**config.mk**
```make
export PLATFORM = sky130hd
export DESIGN_NAME = alu_op_sequencer_flat
export DESIGN_NICKNAME = d
export VERILOG_FILES = /design/src/rtl/alu_op_sequencer_if.sv /design/src/rtl/alu_op_sequencer.sv /design/src/flat_wrapper.sv
export SDC_FILE = /design/constraint.sdc
export NUM_CORES = 1
export LEC_CHECK = 0
export BUFFER_PORTS_ARGS = -buffer_cell sky130_fd_sc_hd__buf_4
export CORE_MARGIN = 2
export CORE_UTILIZATION = 48
export CTS_CLUSTER_DIAMETER = 40
export DETAILED_ROUTE_END_ITERATION = 16
export GPL_TIMING_DRIVEN = 0
export PLACE_DENSITY = 0.78
export SLEW_MARGIN = 20
export SYNTH_ARGS = -nofsm -noshare
export SYNTH_HDL_FRONTEND = slang
export SYNTH_SLANG_ARGS = --single-unit
```
**constraint.sdc**
```tcl
create_clock -name i_clk -period 1.9 [get_ports i_clk]
set_clock_uncertainty 0.15 [all_clocks]
set_input_delay 0 -clock i_clk [delete_from_list [all_inputs] [get_ports i_clk]]
set_output_delay 0 -clock i_clk [all_outputs]
set_load 0.03 [all_outputs]
```
**src/rtl/alu_op_sequencer_if.sv**
```systemverilog
// Instruction and result handshake channels between an instruction source and the sequencer.
// The master drives instructions and accepts results; the slave is the sequencer.
interface alu_op_sequencer_if #(
    parameter int DATA_W = 32
);
    logic              instr_valid;
    logic              instr_ready;
    logic              instr_load;
    logic [1:0]        instr_op;
    logic [4:0]        instr_rd;
    logic [4:0]        instr_rs1;
    logic [4:0]        instr_rs2;
    logic [DATA_W-1:0] instr_imm;
    logic              res_valid;
    logic              res_ready;
    logic [DATA_W-1:0] res_data;
    logic [4:0]        res_rd;

    modport master (
        output instr_valid, instr_load, instr_op, instr_rd, instr_rs1, instr_rs2, instr_imm,
        output res_ready,
        input  instr_ready, res_valid, res_data, res_rd
    );

    modport slave (
        input  instr_valid, instr_load, instr_op, instr_rd, instr_rs1, instr_rs2, instr_imm,
        input  res_ready,
        output instr_ready, res_valid, res_data, res_rd
    );
endinterface

```
**src/rtl/alu_op_sequencer.sv**
```systemverilog
// Multi-cycle controller: drives register-file/ALU ports for one instruction at a time
// (load-immediate or rd = rs1 op rs2), returns the written value and counts retirements.
module alu_op_sequencer #(
    parameter int DATA_W = 32,
    parameter int CNT_W  = 16
) (
    input  logic              i_clk,
    input  logic              i_rst_n,
    alu_op_sequencer_if.slave bus,
    output logic [4:0]        o_a1,
    output logic [4:0]        o_a2,
    output logic [4:0]        o_a3,
    output logic              o_we3,
    output logic [DATA_W-1:0] o_wd3,
    output logic [1:0]        o_opcode,
    input  logic [DATA_W-1:0] i_alu_result,
    output logic [CNT_W-1:0]  o_retired_cnt
);

    typedef enum logic [1:0] {
        S_IDLE  = 2'd0,
        S_EXEC  = 2'd1,
        S_WRITE = 2'd2,
        S_RESP  = 2'd3
    } state_t;

    state_t            r_state;
    state_t            w_state_next;
    logic              w_accept;
    logic              w_res_fire;

    logic [4:0]        r_rd;
    logic [4:0]        r_a1;
    logic [4:0]        r_a2;
    logic [4:0]        r_a3;
    logic              r_we3;
    logic [DATA_W-1:0] r_wd3;
    logic [1:0]        r_opcode;
    logic [DATA_W-1:0] r_res_data;
    logic [4:0]        r_res_rd;
    logic [CNT_W-1:0]  r_cnt;

    always_ff @(posedge i_clk) begin
        if (!i_rst_n) begin
            r_state <= S_IDLE;
        end else begin
            r_state <= w_state_next;
        end
    end

    always_comb begin
        w_state_next = r_state;
        w_accept     = 1'b0;
        w_res_fire   = 1'b0;
        case (r_state)
            S_IDLE: begin
                if (bus.instr_valid) begin
                    w_accept     = 1'b1;
                    w_state_next = bus.instr_load ? S_WRITE : S_EXEC;
                end
            end
            S_EXEC:  w_state_next = S_WRITE;
            S_WRITE: w_state_next = S_RESP;
            S_RESP: begin
                if (bus.res_ready) begin
                    w_res_fire   = 1'b1;
                    w_state_next = S_IDLE;
                end
            end
            default: w_state_next = S_IDLE;
        endcase
    end

    // Datapath-facing registers are loaded one cycle ahead of the state that presents them,
    // so every output is a flop and the ALU sees its operands for the whole EXEC cycle.
    always_ff @(posedge i_clk) begin
        if (!i_rst_n) begin
            r_rd       <= '0;
            r_a1       <= '0;
            r_a2       <= '0;
            r_a3       <= '0;
            r_we3      <= 1'b0;
            r_wd3      <= '0;
            r_opcode   <= '0;
            r_res_data <= '0;
            r_res_rd   <= '0;
            r_cnt      <= '0;
        end else begin
            r_we3 <= 1'b0;
            if (w_accept) begin
                r_rd <= bus.instr_rd;
                if (bus.instr_load) begin
                    r_we3 <= 1'b1;
                    r_a3  <= bus.instr_rd;
                    r_wd3 <= bus.instr_imm;
                end else begin
                    r_a1     <= bus.instr_rs1;
                    r_a2     <= bus.instr_rs2;
                    r_opcode <= bus.instr_op;
                end
            end
            if (r_state == S_EXEC) begin
                r_we3 <= 1'b1;
                r_a3  <= r_rd;
                r_wd3 <= i_alu_result;
            end
            if (r_state == S_WRITE) begin
                r_res_data <= r_wd3;
                r_res_rd   <= r_a3;
            end
            if (w_res_fire) begin
                r_cnt <= r_cnt + CNT_W'(1);
            end
        end
    end

    assign bus.instr_ready = (r_state == S_IDLE);
    assign bus.res_valid   = (r_state == S_RESP);
    assign bus.res_data    = r_res_data;
    assign bus.res_rd      = r_res_rd;

    assign o_a1          = r_a1;
    assign o_a2          = r_a2;
    assign o_a3          = r_a3;
    assign o_we3         = r_we3;
    assign o_wd3         = r_wd3;
    assign o_opcode      = r_opcode;
    assign o_retired_cnt = r_cnt;

endmodule
```
**src/flat_wrapper.sv**
```systemverilog
// flat-port wrapper written by rule: the top's interface ports become plain ports
module alu_op_sequencer_flat 
#(
    parameter int DATA_W = 32,
    parameter int CNT_W  = 16
)
  (i_clk, i_rst_n, o_a1, o_a2, o_a3, o_we3, o_wd3, o_opcode, i_alu_result, o_retired_cnt, bus_instr_valid, bus_instr_load, bus_instr_op, bus_instr_rd, bus_instr_rs1, bus_instr_rs2, bus_instr_imm, bus_res_ready, bus_instr_ready, bus_res_valid, bus_res_data, bus_res_rd);
  alu_op_sequencer_if #(.DATA_W(DATA_W)) bus_i ();
  input  logic i_clk;
  input  logic i_rst_n;
  output logic [4:0] o_a1;
  output logic [4:0] o_a2;
  output logic [4:0] o_a3;
  output logic o_we3;
  output logic [DATA_W-1:0] o_wd3;
  output logic [1:0] o_opcode;
  input  logic [DATA_W-1:0] i_alu_result;
  output logic [CNT_W-1:0] o_retired_cnt;
  input wire logic [$bits(bus_i.instr_valid)-1:0] bus_instr_valid;
  input wire logic [$bits(bus_i.instr_load)-1:0] bus_instr_load;
  input wire logic [$bits(bus_i.instr_op)-1:0] bus_instr_op;
  input wire logic [$bits(bus_i.instr_rd)-1:0] bus_instr_rd;
  input wire logic [$bits(bus_i.instr_rs1)-1:0] bus_instr_rs1;
  input wire logic [$bits(bus_i.instr_rs2)-1:0] bus_instr_rs2;
  input wire logic [$bits(bus_i.instr_imm)-1:0] bus_instr_imm;
  input wire logic [$bits(bus_i.res_ready)-1:0] bus_res_ready;
  output wire logic [$bits(bus_i.instr_ready)-1:0] bus_instr_ready;
  output wire logic [$bits(bus_i.res_valid)-1:0] bus_res_valid;
  output wire logic [$bits(bus_i.res_data)-1:0] bus_res_data;
  output wire logic [$bits(bus_i.res_rd)-1:0] bus_res_rd;
  assign bus_i.instr_valid = bus_instr_valid;
  assign bus_i.instr_load = bus_instr_load;
  assign bus_i.instr_op = bus_instr_op;
  assign bus_i.instr_rd = bus_instr_rd;
  assign bus_i.instr_rs1 = bus_instr_rs1;
  assign bus_i.instr_rs2 = bus_instr_rs2;
  assign bus_i.instr_imm = bus_instr_imm;
  assign bus_i.res_ready = bus_res_ready;
  assign bus_instr_ready = bus_i.instr_ready;
  assign bus_res_valid = bus_i.res_valid;
  assign bus_res_data = bus_i.res_data;
  assign bus_res_rd = bus_i.res_rd;
  alu_op_sequencer #(.DATA_W(DATA_W), .CNT_W(CNT_W)) u_core (.i_clk(i_clk), .i_rst_n(i_rst_n), .bus(bus_i), .o_a1(o_a1), .o_a2(o_a2), .o_a3(o_a3), .o_we3(o_we3), .o_wd3(o_wd3), .o_opcode(o_opcode), .i_alu_result(i_alu_result), .o_retired_cnt(o_retired_cnt));
endmodule
```
==> reports/qor.csv <==
metric,value,unit
run_status,"complete, no violations",
worstPathMaxFanout,8,
grt-ovfl-total,0,
clock_latency,0.36,ns
coreArea,9153,um^2
num_vias,4500,
power,8.822,mW
finalSetupTns,0,ns
die_w,100.7,um
multi_input_area,2113,um^2
nNetsFinal,838,
regArea,2205,um^2
fp.dieH,100.7,um
drv_cap,0,
critPathKind,flop to flop,
p_int,5.224,mW
synth_area,4492,um^2
min_period_over_period,0.9550,
synthCells,455,
yosysMostFrequentCell,dfxtp_1,
yosysSeqAreaShare,0.4903,
ant_nets,0,
clock_sinks,110,
power_switching,3.598,mW
ios,191,
power_frac_comb,0.480,
antenna_found_initial,0,
synthArstFlopShare,0,
cp_slowest_stage_delay,0.59,ns
grt_pass1_vias,4537,
hold_depth,4,
path_clk_slew,0.10,ns
r2r_cells,6,
syn_nets,547,
synth_top_area_cell,dfxtp_1,
synth_edf_count,0,
detailed_place_hpwl,8986,um
worstPathArrival,1.89,ns
grt_util_all_layers,0.2763,
r2r_end,u_core.r_rd[4],
synth_top_area_share,0.4903,
cts_tree,built,
fillers,592,
worst_pin_slew,0.6237,ns
final.min_clock_period,1.814,ns
cts_max_level,3,
slew_violations,0,
ys_warn_count,0,
synthTopCellsByCount,"dfxtp_1, nor2_1, mux2i_1",
netlist_top_cells_area,"dfxtp_1, mux2i_1, nor2_1",
min_to,u_core.o_a1[4],
required,1.97,ns
crit_buf_inv,3,
placementRows,35,
hold_start,bus_instr_rs1[4],
power_frac_seq,0.356,
synth.avg_cell_area,9.872,um^2
fmax,551.1,MHz
drive_above_1_share,0.3280,
drc,0,
root_buffer,clkbuf_8,
grt_max_degree,19,
dieArea,10150,um^2
maxSlewHeadroom,0.5842,
hp-class,input port to flop,
crit_chain,"inv_2, ha_1, clkbuf_4, nand3_1, dlygate4sd3_1, a21oi_1",
drtIter0Drc,144,
power_frac_clock,0.165,
irDropWorstVdd,561.2,uV
layoutNonFillerInstCount,863,
p_leak,3.165,nW
dr.pass1.iters,6,
switching_share,0.4078,
rsz0062_at_grt,false,
power.density,1219,nW/um^2
finalSetupViolCount,0,
wl_per_cell,16.59,um
cts_inserted_buffers,9,
slowest_stage,dlygate4sd3_1,
final-hold-violation-count,0,
start_util,0.4908,
gp_congestion,0.7883,
r2r-start,u_core.r_state[0],
synthFlopType,dfxtp_1,
port_buffers,189,
critPathLaunchType,flop,
ys_seq_elements,110,
critPathCaptureType,flop,
synth_cell_types,31,
vias_per_cell,5.214,
grt_pass1_wl,22190,um
r2r_slack,0.09,ns
wl,14320,um
placed_cells,755,
crit_family,buffers and inverters,
clk_path_buf_depth,2,
area_growth,61.09,%
==> what timing repair did <==
action	CTS	global route
hold buffers	90	0
setup endpoints to repair	0	79
buffers inserted	0	1
resized for setup	0	21
endpoints found under the hold margin	63	0
==> worst min-delay path, stage by stage <==
cell	delay (ns)
dlygate4sd3_1	0.52
buf_4	0.09
mux2i_1	0.05
nor2_1	0.07
==> layer usage <==
layer  part of all wire  track usage
met5                  0            0
met4              0.034       0.1180
met3              0.060      0.05548
met2               0.51       0.4969
met1               0.40       0.3166
==> sequential cells by signal, summed over array words and instances (netlist names) <==
signal                flops
u_core.bus.res_data      32
u_core.bus.res_rd         5
u_core.o_a1               5
u_core.o_a2               5
u_core.o_a3               5
u_core.o_opcode           2
u_core.o_retired_cnt     16
u_core.o_wd3             32
u_core.o_we3              1
u_core.r_rd               5
u_core.r_state            2
==> cell usage in the layout, fill, tap and decap left out, types with 2 or more instances in the layout <==
cell,instances
a211oi_1,34
a211oi_2,5
a21oi_1,8
a31o_2,2
and3_1,2
buf_1,3
buf_2,4
buf_4,194
buf_6,8
clkbuf_1,7
clkbuf_4,4
clkbuf_8,10
clkinv_4,2
dfxtp_1,108
dfxtp_2,2
diode_2,2
dlygate4sd3_1,90
ha_1,6
inv_1,6
inv_2,3
mux2i_1,89
nand2_1,15
nand2b_1,3
nand3_1,10
nand3_2,2
nand4_1,2
nor2_1,101
nor2_2,2
nor3_1,4
nor4_2,2
xnor2_1,9
xor2_1,2
==> logic make-up (layout without fill, tap and decap cells) <==
logic type	after synthesis	after routing	synth area share
and+or+nand+nor	148	148	0.1423
buffers and inverters	39	334	0.04819
AOI/OAI and AO/OA	52	52	0.08273
muxes	89	89	0.1983
adders and majority gates	6	6	0.01671
other	0	2	0
DFF	110	110	0.4903
xor gates and xnor gates	11	11	0.02145
==> layout make-up <==
type,instances,share of cell area
Clock buffer,10,0.01902
Clock inverter,5,0.009338
Sequential cell,110,0.3047
Antenna cell,2,0.0006917
Tap cell,111,0.01919
Buffer,30,0.02870
Timing Repair Buffer,280,0.3216
Inverter,9,0.004669
Multi-Input combinational cell,306,0.2921
==> worst max path at each step <==
stage	startpoint	endpoint	cells after the start
2_1_floorplan	u_core.r_state[0]	u_core.o_retired_cnt[15]	5
3_3_place_gp	u_core.r_state[0]	u_core.bus.res_data[8]	6
3_5_place_dp	u_core.r_state[0]	u_core.o_wd3[19]	8
4_1_cts	u_core.r_state[0]	u_core.bus.res_rd[2]	6
5_1_grt	u_core.r_state[0]	u_core.r_rd[4]	6
6_report	u_core.r_state[0]	u_core.r_rd[4]	6
==> power by group through the flow <==
stage	sequential (mW)	combinational, mW	clock, mW
2_1_floorplan	3.95	1.78	0
3_3_place_gp	3.14	3.83	0
3_5_place_dp	3.16	3.91	0
4_1_cts	3.11	4.09	1.47
5_1_grt	3.19	4.50	1.57
6_report	3.14	4.23	1.45
==> stage by stage <==
step / instance area (um^2) / hold slack [ns] / utilization / setup WS, ns
floorplan: 4492 / -0.006057 / - / 0.07562
global placement: 6050 / 0.07953 / 0.6610 / 0.09075
detailed placement: 6050 / 0.09017 / 0.6610 / 0.02791
CTS: 7156 / 0.2589 / 0.7818 / 0.0001978
global route: 7231 / 0.2725 / 0.7900 / 0.02720
finish: 7236 / 0.2637 / 0.7906 / 0.08559
Note: power is estimated with default switching activity, not from simulation.
